[config.mk]
export PLATFORM = sky130hd
export DESIGN_NAME = custom_apb_pwm_led
export DESIGN_NICKNAME = d
export VERILOG_FILES = /design/src/rtl/custom_apb_pwm_led.sv
export SDC_FILE = /design/constraint.sdc
export NUM_CORES = 1
export LEC_CHECK = 0
export BUFFER_PORTS_ARGS = -buffer_cell sky130_fd_sc_hd__buf_2
export CORE_UTILIZATION = 60
export DETAILED_ROUTE_END_ITERATION = 8
export GPL_TIMING_DRIVEN = 0
export PLACE_DENSITY = 0.8
export SLEW_MARGIN = 10
export SYNTH_ARGS = -nofsm -noshare
export SYNTH_HDL_FRONTEND = slang
export SYNTH_SLANG_ARGS = --single-unit
[constraint.sdc]
create_clock -name pclk -period 2.7 [get_ports pclk]
set_input_delay 0.27 -clock pclk [delete_from_list [all_inputs] [get_ports pclk]]
set_output_delay 0.27 -clock pclk [all_outputs]
set_load 0.005 [all_outputs]
[src/rtl/custom_apb_pwm_led.sv]
// rtl/custom_apb_pwm_led.sv - APB3 multi-channel PWM LED driver with double-buffered period/duty
module custom_apb_pwm_led #(
    parameter int ADDRWIDTH = 12,
    parameter int CH        = 4
) (
    input  logic                 pclk,
    input  logic                 preset,
    input  logic                 psel,
    input  logic [ADDRWIDTH-1:0] paddr,
    input  logic                 penable,
    input  logic                 pwrite,
    input  logic [31:0]          pwdata,
    output logic [31:0]          prdata,
    output logic                 pready,
    output logic                 pslverr,
    output logic [CH-1:0]        led,
    output logic                 PWM_IRQ
);

    logic        r_en;
    logic        r_ie;
    logic        r_pd;
    logic [15:0] r_period;
    logic [15:0] r_presc;
    logic [15:0] r_duty [CH];
    logic [15:0] r_pre_cnt;
    logic [15:0] r_cnt;
    logic [15:0] r_p_act;
    logic [15:0] r_duty_act [CH];
    logic [31:0] r_prdata;
    logic [CH-1:0] r_led;

    logic          w_wr;
    logic          w_rd;
    logic          w_sel_ctrl;
    logic          w_sel_period;
    logic          w_sel_presc;
    logic          w_sel_status;
    logic [CH-1:0] w_sel_duty;
    logic [15:0]   w_period_nxt;
    logic [15:0]   w_duty_nxt [CH];
    logic [31:0]   w_rdata;
    logic          w_tick;
    logic          w_bound;
    logic          w_unused;

    assign w_wr = psel & penable & pwrite;
    assign w_rd = psel & ~penable & ~pwrite;

    assign w_sel_ctrl   = (paddr == ADDRWIDTH'(32'h000));
    assign w_sel_period = (paddr == ADDRWIDTH'(32'h004));
    assign w_sel_presc  = (paddr == ADDRWIDTH'(32'h008));
    assign w_sel_status = (paddr == ADDRWIDTH'(32'h00C));

    always_comb begin
        for (int i = 0; i < CH; i++) begin
            w_sel_duty[i] = (paddr == ADDRWIDTH'(32'h010 + 32'(4 * i)));
        end
    end

    // Staging values as they will be after this edge, so a write landing on
    // the boundary edge is captured by that same load.
    always_comb begin
        w_period_nxt = r_period;
        if (w_wr && w_sel_period) begin
            w_period_nxt = pwdata[15:0];
        end
        for (int i = 0; i < CH; i++) begin
            w_duty_nxt[i] = r_duty[i];
            if (w_wr && w_sel_duty[i]) begin
                w_duty_nxt[i] = pwdata[15:0];
            end
        end
    end

    always_comb begin
        w_rdata = 32'h0;
        if (w_sel_ctrl)   w_rdata = {30'h0, r_ie, r_en};
        if (w_sel_period) w_rdata = {16'h0, r_period};
        if (w_sel_presc)  w_rdata = {16'h0, r_presc};
        if (w_sel_status) w_rdata = {31'h0, r_pd};
        for (int i = 0; i < CH; i++) begin
            if (w_sel_duty[i]) w_rdata = {16'h0, r_duty[i]};
        end
    end

    assign w_tick  = r_en & (r_pre_cnt == r_presc);
    assign w_bound = w_tick & (r_cnt == r_p_act);

    always_ff @(posedge pclk) begin
        if (preset) begin
            r_en      <= 1'b0;
            r_ie      <= 1'b0;
            r_pd      <= 1'b0;
            r_period  <= 16'hFFFF;
            r_presc   <= 16'h0;
            r_pre_cnt <= 16'h0;
            r_cnt     <= 16'h0;
            r_p_act   <= 16'hFFFF;
            r_prdata  <= 32'h0;
            r_led     <= '0;
            for (int i = 0; i < CH; i++) begin
                r_duty[i]     <= 16'h0;
                r_duty_act[i] <= 16'h0;
            end
        end else begin
            if (w_rd) begin
                r_prdata <= w_rdata;
            end
            if (w_wr && w_sel_ctrl) begin
                r_en <= pwdata[0];
                r_ie <= pwdata[1];
            end
            if (w_wr && w_sel_presc) begin
                r_presc <= pwdata[15:0];
            end
            r_period <= w_period_nxt;
            for (int i = 0; i < CH; i++) begin
                r_duty[i] <= w_duty_nxt[i];
            end

            // A boundary set beats a same-edge software clear.
            if (w_bound) begin
                r_pd <= 1'b1;
            end else if (w_wr && w_sel_status && pwdata[0]) begin
                r_pd <= 1'b0;
            end

            if (!r_en) begin
                r_pre_cnt <= 16'h0;
                r_cnt     <= 16'h0;
                r_p_act   <= w_period_nxt;
                for (int i = 0; i < CH; i++) begin
                    r_duty_act[i] <= w_duty_nxt[i];
                end
            end else if (w_tick) begin
                r_pre_cnt <= 16'h0;
                if (w_bound) begin
                    r_cnt   <= 16'h0;
                    r_p_act <= w_period_nxt;
                    for (int i = 0; i < CH; i++) begin
                        r_duty_act[i] <= w_duty_nxt[i];
                    end
                end else begin
                    r_cnt <= r_cnt + 16'h1;
                end
            end else begin
                r_pre_cnt <= r_pre_cnt + 16'h1;
            end

            for (int i = 0; i < CH; i++) begin
                r_led[i] <= r_en & (r_cnt < r_duty_act[i]);
            end
        end
    end

    assign w_unused = ^pwdata[31:16];

    assign prdata  = r_prdata;
    assign pready  = 1'b1;
    assign pslverr = 1'b0;
    assign led     = r_led;
    assign PWM_IRQ = r_pd & r_ie;

endmodule

==> impl_metrics.tcl, run 1 <==
set metrics [dict create \
    status "complete, but fails checks" \
    failed_checks "DRC" \
    slew_viol_final 0 \
    cp_max_fo 10 \
    gp_congestion 0.9716 \
    drtAntennaViolNets 0 \
    max_slew_margin 0.5162 \
    fin_util 0.7097 \
    finalSetupViolations 0 \
    syn_avg_cell_area_um2 9.629 \
    chipWidth_um 139.2 \
    drv_cap 0 \
    ys_warn_count 0 \
    yosysSeqAreaShare 0.4662 \
    syn_inst 1173 \
    drtIter0Drc 1159 \
    via_per_inst 6.063 \
    synth_area_leaders "dfxtp_1 30%, edfxtp_1 17%, ha_1 6.9%" \
    use_met3 0.07528 \
    post-place-ws_ns -0.6393 \
    die_h_um 139.2 \
    nets 1379 \
    worstSkewPairLatency_ns 0.54 \
    cts.sinks 231 \
    core_um2 18210 \
    diodes 0 \
    finalCritPeriodShare 0.9781 \
    cts_tree "built" \
    grt_util_met1 0.4232 \
    antenna_found_initial 0 \
    arrival_ns 2.95 \
    grt_pass1_wl_mm 47.53 \
    netlist_area_um2 11290 \
    remaining_drc_errors 5 \
    yosysUniqueCellTypes 55 \
    async_flop_share 0 \
    cts-root-buf "clkbuf_16" \
    hold_class "in2reg" \
    portBuffers 52 \
    grt_pass1_vias 8548 \
    dieArea_um2 19380 \
    htree_levels 1 \
    hpwl_mm 22.53 \
    syn_to_final_growth_pct 14.41 \
    period_minus_slack_ns 2.641 \
    vdd_drop_max_uv 493.3 \
    max_freq_ghz 0.3787 \
    p_per_area_nw_per_um2 572.3 \
    synth_edf_count 64 \
    rows 49 \
    worst_clock_skew_ns 0.03261 \
    synthFlopType "dfxtp_1" \
    first_pass_iters 9 \
    drive_above_1_share 0.1624 \
    start_util 0.6203 \
    cp.required_ns 3.01 \
    postCtsSetupRepairBufs 0 \
    layout.cells.non_filler 1516 \
    criticalPathCategory "reg2reg" \
    finalHoldViolCount 0 \
    grt_busiest_layer "met2" \
    setup_ws_ns 0.05912 \
    numCtsBuffers 25 \
    dp.cells 1470 \
    vias 9192 \
    worstMarginPinSlew_ns 0.7232 \
    crit_path_end_kind "flip-flop" \
    leakage_nw 5.230 \
    clockBufferDepth 3 \
    grt_max_degree 33 \
    yosys.area.top_type "dfxtp_1" \
    track_usage 0.3187 \
    use_met2 0.5035 \
    drt-wirelength-per-cell_um 20.34 \
    rrSetupSlack_ns 0.06 \
    grt-ovfl-total 0 \
    crit_path_start_kind "flip-flop" \
    hold_slack_ns 0.07234 \
    synth_top_area_share 0.2960 \
    ys_ff_latch 231 \
    drt_wl_total_mm 30.84 \
    io_pins 88 \
    clk_pin_slew_ns 0.06 \
]
[through the flow]
step	cell area, um^2	total power, mW	TNS, ns
2_1_floorplan	11350	3.739	0
3_3_place_gp	11900	3.832	-44.24
3_5_place_dp	11900	3.835	-47.13
4_1_cts	12860	7.384	0
5_1_grt	12920	7.536	-0.2752
6_report	12920	7.396	0
[cells in the mapped netlist, types with 21 or more instances]
master / n
a21oi_1: 67
a22oi_1: 44
buf_4: 21
clkbuf_1: 44
dfxtp_1: 167
edfxtp_1: 64
ha_1: 62
inv_1: 74
mux2i_1: 64
nand2_1: 70
nand3_1: 26
nor2_1: 121
nor3_1: 83
o21ai_0: 30
xnor2_1: 35
xor2_1: 21
[where the power goes]
part | internal [mW] | switching, mW
clock network | 2.17 | 1.46
logic | 0.0669 | 0.164
registers | 3.54 | 0.0000608
[critical path: stages (launching register included)]
cell      delay [ns]
dfxtp_1         0.62
xnor2_1         0.18
nand4_1         0.18
nor4_4          0.36
nand2b_4        0.15
and2_1          0.18
clkbuf_1        0.19
clkbuf_2        0.25
nor3_1          0.32
[layout by cell type (no fill, tap or decap), types with 16 or more instances in the layout]
master     count
a21oi_1       67
o31ai_1       16
edfxtp_1      64
xor2_1        21
ha_1          62
nor3_2        31
clkbuf_16     27
inv_1         74
a22o_1        16
o21ai_0       30
nor2_1       121
mux2i_1       64
buf_4         21
dfxtp_1      155
a22oi_1       44
clkbuf_1      40
conb_1        18
nand2_1       69
nor3_1        63
xnor2_1       35
buf_2         67
nand3_1       26
[repair_timing]
item,in CTS,in global routing
hold buffers,0,0
gates resized for setup,24,21
setup endpoints to repair,153,60
pin swaps,1,1
[cell families (layout without fill, tap and decap cells)]
| logic type | count (synthesis) | after routing | share of synthesized area |
|---|---|---|---|
| AO/OA/AOI/OAI | 211 | 211 | 0.1234 |
| XOR/XNOR | 56 | 56 | 0.04343 |
| adder cells (fa/ha/maj) | 62 | 62 | 0.06868 |
| buffers and inverters | 160 | 258 | 0.06314 |
| flip-flops | 231 | 231 | 0.4662 |
| multiplexers | 79 | 79 | 0.07267 |
| other | 2 | 18 | 0.0006649 |
| AND/OR/NAND/NOR | 372 | 372 | 0.1619 |
[metal layers]
layer  part of all wire  routed length [um]  vias to the layer above
met4              0.041                1252                        0
met2               0.44               13690                      485
li1                   -                   -                     4330
met5                  0                   0                        -
met1               0.42               13040                     4279
met3              0.093                2859                       98
[sequential cells by signal, summed over array words and instances (netlist names)]
register,flops
r_duty_act,64
led,4
r_period,16
r_en,1
r_pre_cnt,16
r_ie,1
r_cnt,16
r_p_act,16
r_pd,1
r_duty,64
r_presc,16
prdata,16
[worst paths after layout]
path | depth (start not counted) | end | start
max | 8 | r_duty_act[0][0] | r_cnt[7]
min | 3 | r_presc[12] | pwdata[12]
max reg2reg | 8 | r_duty_act[0][0] | r_cnt[7]
min reg2reg | 2 | prdata[0] | prdata[0]
[final cells by class]
type / count / area, um^2
Multi-Input combinational cell: 798 / 5502
Fill cell: 1340 / 5286
Sequential cell: 231 / 5280
Clock buffer: 31 / 711.9
Buffer: 86 / 441.7
Tap cell: 229 / 286.5
Inverter: 74 / 277.8
Timing Repair Buffer: 52 / 260.3
Clock inverter: 15 / 162.7
No activity file was read; power rests on OpenSTA's default activity.
==> inputs of run 2 (changes only) <==
--- a/config.mk
+++ b/config.mk
@@ -6,10 +6,12 @@
 export NUM_CORES = 1
 export LEC_CHECK = 0
 export BUFFER_PORTS_ARGS = -buffer_cell sky130_fd_sc_hd__buf_2
-export CORE_UTILIZATION = 60
+export CELL_PAD_IN_SITES_DETAIL_PLACEMENT = 1
+export CELL_PAD_IN_SITES_GLOBAL_PLACEMENT = 1
+export CORE_UTILIZATION = 47
 export DETAILED_ROUTE_END_ITERATION = 8
 export GPL_TIMING_DRIVEN = 0
-export PLACE_DENSITY = 0.8
+export PLACE_DENSITY_LB_ADDON = 0.1
 export SLEW_MARGIN = 10
 export SYNTH_ARGS = -nofsm -noshare
 export SYNTH_HDL_FRONTEND = slang
==> impl_metrics.tcl, run 2 (synthesized netlist as in run 1, its figures left out) <==
set metrics [dict create \
    status "finished, final reports clean" \
    antenna_found_initial 0 \
    p_switching_mw 1.635 \
    cts_tree "built" \
    slew_viol_final 0 \
    max_slew_margin 0.2998 \
    numCtsBuffers 26 \
    chipWidth_um 157.0 \
    drt_wl_total_mm 36.86 \
    criticalPathCategory "reg2reg" \
    finalHoldViolCount 0 \
    htree_levels 1 \
    gp_congestion 0.8474 \
    p_seq_frac 0.466 \
    holdCritStartpoint "pwdata[8]" \
    hold_buffers 0 \
    hold_slack_ns 0.05571 \
    cts.sinks 231 \
    period_minus_slack_ns 2.652 \
    grt_pass1_vias 9331 \
    finalCritPeriodShare 0.9821 \
    track_usage 0.3097 \
    p_int_mw 5.954 \
    reg_top3 "r_duty: 64 flops, r_duty_act: 64 flops" \
    finalSetupViolations 0 \
    die_h_um 157.0 \
    hpwl_mm 27.21 \
    p_per_area_nw_per_um2 579.3 \
    crit_path_start_kind "flip-flop" \
    remaining_drc_errors 0 \
    vias 9155 \
    grt_pass1_wl_mm 56.59 \
    drt-wirelength-per-cell_um 22.91 \
    rrSetupSlack_ns 0.05 \
    pwr-share-comb 0.032 \
    hold_class "in2reg" \
    layout_commonest_cell "dfxtp_1" \
    rsz0062_at_grt "true" \
    nets 1381 \
    io_pins 88 \
    sw_frac_of_total 0.2154 \
    via_per_inst 5.690 \
    crit_path_end_kind "flip-flop" \
    crit-reg2reg-launch "r_pre_cnt[7]" \
    min_to "r_presc[8]" \
    cp_max_fo 10 \
    drv_cap 0 \
    drtIter0Drc 642 \
    worstSkewPairLatency_ns 0.54 \
    drtAntennaViolNets 0 \
    dp.cells 1560 \
    clk_pin_slew_ns 0.06 \
    cp.required_ns 3.03 \
    drive_above_1_share 0.1581 \
    place_area_um2 12020 \
    vdd_drop_max_uv 466.3 \
    fin_area_um2 13100 \
    hold_path_depth 3 \
    max_freq_ghz 0.3771 \
    worstMarginPinSlew_ns 1.050 \
    layout.cells.non_filler 1609 \
    arrival_ns 2.98 \
    layout_common_cells "151 x dfxtp_1, 121 x nor2_1, 74 x inv_1, 69 x nand2_1" \
    cts-root-buf "clkbuf_16" \
    leakage_nw 5.238 \
    portBuffers 52 \
    grt-ovfl-total 0 \
    clockPowerShare 0.502 \
    syn_to_final_growth_pct 15.96 \
    grt_max_degree 33 \
    dieArea_um2 24660 \
    start_util 0.4798 \
    rows 56 \
    worstReg2RegEnd "r_duty_act[1][10]" \
    first_pass_iters 5 \
    worst_clock_skew_ns 0.01525 \
    worst_r2r_path_depth 8 \
    core_um2 23540 \
    diodes 0 \
    clockBufferDepth 3 \
]
-- run 2: cell types whose count changed in the layout (fill, tap and decap cells not counted), sizes merged --
| cell | change |
|---|---|
| buf | +3 |
| clkinvlp | -2 |
| clkinv | -6 |
| clkbuf | +8 |
| bufinv | +1 |
| inv | -1 |
-- run 2: critical path: stages, from the launching register on --
cell	delay [ns]
dfxtp_1	0.45
xor2_1	0.13
nor4_1	0.33
nand4_1	0.25
nand2b_2	0.32
and2_1	0.19
clkbuf_1	0.22
clkbuf_4	0.28
nor3_2	0.29
-- run 2: final cells by class --
type	instances	area, um^2
well taps	319	399.1
flip-flops and latches	231	5295
fillers	2701	10450
repair buffers	55	282.8
multi-input cells	798	5489
clock inverters	7	135.1
plain buffers	84	440.4
inverters	74	277.8
clock buffers	41	778.2
-- run 2: what timing repair did --
item / CTS / global route
buffers inserted: 1 / 2
pin swaps: 1 / 2
gates resized for setup: 23 / 29
setup endpoints to repair: 158 / 118
-- run 2: worst max path at each step --
stage                  from           endpoint  slack [ns]  cells past startpoint
4_1_cts        r_pre_cnt[7]  r_duty_act[2][13]        0.01                      8
3_5_place_dp       r_cnt[8]  r_duty_act[0][13]       -0.58                      8
3_3_place_gp       r_cnt[8]  r_duty_act[1][15]       -0.72                      6
5_1_grt            r_cnt[2]   r_duty_act[1][9]       -0.01                      9
6_report       r_pre_cnt[7]  r_duty_act[1][10]        0.05                      8
2_1_floorplan      r_cnt[2]   r_duty_act[1][0]        0.24                      7
-- run 2: metal layers --
metal / GRT usage / vias up / routed length (um)
met3: 0.04185 / 65 / 1797
li1: - / 4321 / -
met1: 0.4174 / 4555 / 16650
met4: 0.1082 / 0 / 1377
met5: 0 / - / 0
met2: 0.5090 / 214 / 17040
-- run 2: metrics by stage --
step | util | TNS (ns) | total power, mW | setup WS, ns
2_1_floorplan | - | 0 | 3.739 | 0.2449
3_3_place_gp | 0.5103 | -58.39 | 3.850 | -0.7191
3_5_place_dp | 0.5105 | -46.24 | 3.852 | -0.5773
4_1_cts | 0.5523 | 0 | 7.610 | 0.009783
5_1_grt | 0.5563 | -0.01800 | 7.751 | -0.01192
6_report | 0.5563 | 0 | 7.588 | 0.04837
-- run 2: power groups by stage --
stage	sequential [mW]	clock (mW)	combinational (mW)
3_3_place_gp	3.62	0	0.234
4_1_cts	3.54	3.83	0.239
6_report	3.54	3.81	0.246
5_1_grt	3.53	3.96	0.261
3_5_place_dp	3.62	0	0.237
2_1_floorplan	3.62	0	0.123
==> inputs of run 3 (changes only) <==
--- a/config.mk
+++ b/config.mk
@@ -6,12 +6,14 @@
 export NUM_CORES = 1
 export LEC_CHECK = 0
 export BUFFER_PORTS_ARGS = -buffer_cell sky130_fd_sc_hd__buf_2
+export CAP_MARGIN = 20
 export CELL_PAD_IN_SITES_DETAIL_PLACEMENT = 1
 export CELL_PAD_IN_SITES_GLOBAL_PLACEMENT = 1
 export CORE_UTILIZATION = 47
 export DETAILED_ROUTE_END_ITERATION = 8
 export GPL_TIMING_DRIVEN = 0
 export PLACE_DENSITY_LB_ADDON = 0.1
+export RECOVER_POWER = 100
 export SLEW_MARGIN = 10
 export SYNTH_ARGS = -nofsm -noshare
 export SYNTH_HDL_FRONTEND = slang
==> impl_metrics.tcl, run 3 (synthesized netlist as in run 1, its figures left out) <==
set metrics [dict create \
    status "finished, final reports clean" \
    core_um2 23540 \
    slowest_stage "dfxtp_1" \
    track_usage 0.3097 \
    hold_buffers 0 \
    rows 56 \
    antenna_found_initial 0 \
    cp_max_fo 10 \
    crit_path_start_kind "flip-flop" \
    worst_clock_skew_ns 0.01320 \
    drt_wl_total_mm 36.94 \
    leakage_nw 5.179 \
    dieArea_um2 24660 \
    worst_r2r_path_depth 8 \
    cts.sinks 231 \
    layout_common_cells "151 x dfxtp_1, 121 x nor2_1, 74 x inv_1, 69 x nand2_1, 68 x nor3_1" \
    grt-ovfl-total 0 \
    worstMarginPinSlew_ns 1.051 \
    cp.required_ns 3.02 \
    finalCritPeriodShare 0.9842 \
    arrival_ns 2.98 \
    htree_levels 1 \
    nets 1381 \
    criticalPathCategory "reg2reg" \
    cts_tree "built" \
    critPathTopFamily "simple AND/OR/NAND/NOR gates" \
    grt_max_degree 33 \
    hpwl_mm 27.21 \
    diodes 0 \
    cts-root-buf "clkbuf_16" \
    portBuffers 52 \
    vias 9194 \
    crit_path_end_kind "flip-flop" \
    worstSkewPairLatency_ns 0.53 \
    clk_pin_slew_ns 0.06 \
    rsz0062_at_grt "true" \
    clockBufferDepth 3 \
    hold_class "in2reg" \
    slew_viol_final 0 \
    hold_path_depth 3 \
    drive_above_1_share 0.1465 \
    via_per_inst 5.714 \
    reg_top3 "r_duty: 64 flops, r_duty_act: 64 flops" \
    max_slew_margin 0.2992 \
    finalHoldViolCount 0 \
    drt-wirelength-per-cell_um 22.96 \
    remaining_drc_errors 0 \
    chipWidth_um 157.0 \
    fin_util 0.5547 \
    grt_pass1_wl_mm 56.59 \
    layout_commonest_cell "dfxtp_1" \
    syn_to_final_growth_pct 15.62 \
    vdd_drop_max_uv 465.4 \
    drtIter0Drc 667 \
    finalSetupViolations 0 \
    drv_cap 0 \
    first_pass_iters 4 \
    grt_pass1_vias 9331 \
    cp_num_cells 8 \
    start_util 0.4798 \
    die_h_um 157.0 \
    path_buf_inv 2 \
    drtAntennaViolNets 0 \
    numCtsBuffers 26 \
    io_pins 88 \
    period_minus_slack_ns 2.657 \
    critPathMaxStageDelay_ns 0.45 \
    max_freq_ghz 0.3763 \
    setup_tns_ns 0 \
    gp_congestion 0.8474 \
    p_per_area_nw_per_um2 581.0 \
    path_cells "xor2_1 > nor4_1 > nand4_1 > nand2b_2 > and2_1 > clkbuf_1 > clkbuf_4 > nor3_2" \
]
[run 3: area by class of cell]
cell class | instances | area (um^2)
plain buffers | 84 | 436.7
clock buffers | 41 | 778.2
clock inverters | 7 | 135.1
fillers | 2714 | 10480
inverters | 74 | 277.8
multi-input cells | 798 | 5465
flip-flops and latches | 231 | 5295
well taps | 319 | 399.1
repair buffers | 55 | 271.5
[run 3: worst register-to-register path: cells and delay by family (launching register included)]
kind                   cells  cell delay [ns]
AND/OR/NAND/NOR            5             1.37
buffers and inverters      2             0.50
flip-flops                 1             0.45
XOR/XNOR                   1             0.13
[run 3: metrics by stage]
step                      instances  hold WS (ns)  setup WS (ns)  cell area, um^2  power (mW)
after global placement         1560        0.4432        -0.7191            12010       3.850
final                          1609       0.05627        0.04279            13060       7.587
after detailed placement       1560        0.4459        -0.5773            12020       3.852
after global routing           1609       0.06278       -0.01192            13060       7.749
after floorplan                1189        0.4060         0.2449            11350       3.739
after CTS                      1608       0.04397       0.009783            13000       7.610
[run 3: report_power, final]
group	switching, mW	internal, mW	total [mW]
combinational	0.178	0.0659	0.244
clock	1.46	2.35	3.81
sequential	0.0000623	3.54	3.54
[run 3: worst paths after layout]
path,start,to,slack [ns]
worst max-delay path,r_pre_cnt[7],r_duty_act[1][9],0.04
worst min-delay path,pwdata[8],r_presc[8],0.06
worst max register to register,r_pre_cnt[7],r_duty_act[1][9],0.04
worst min register to register,prdata[0],prdata[0],0.45
[run 3: what timing repair did]
action	4_1_cts	5_1_grt
endpoints found under the hold margin	0	0
setup endpoints to repair	158	118
buffers inserted	1	2
pin swaps	1	2
resized for setup	23	29
[run 3: metal layers]
metal / vias up / global-route usage / wire [um]
met5: - / 0 / 0
met4: 0 / 0.1082 / 1325
met3: 61 / 0.04185 / 1912
met2: 248 / 0.5090 / 17120
met1: 4563 / 0.4174 / 16570
li1: 4322 / - / -
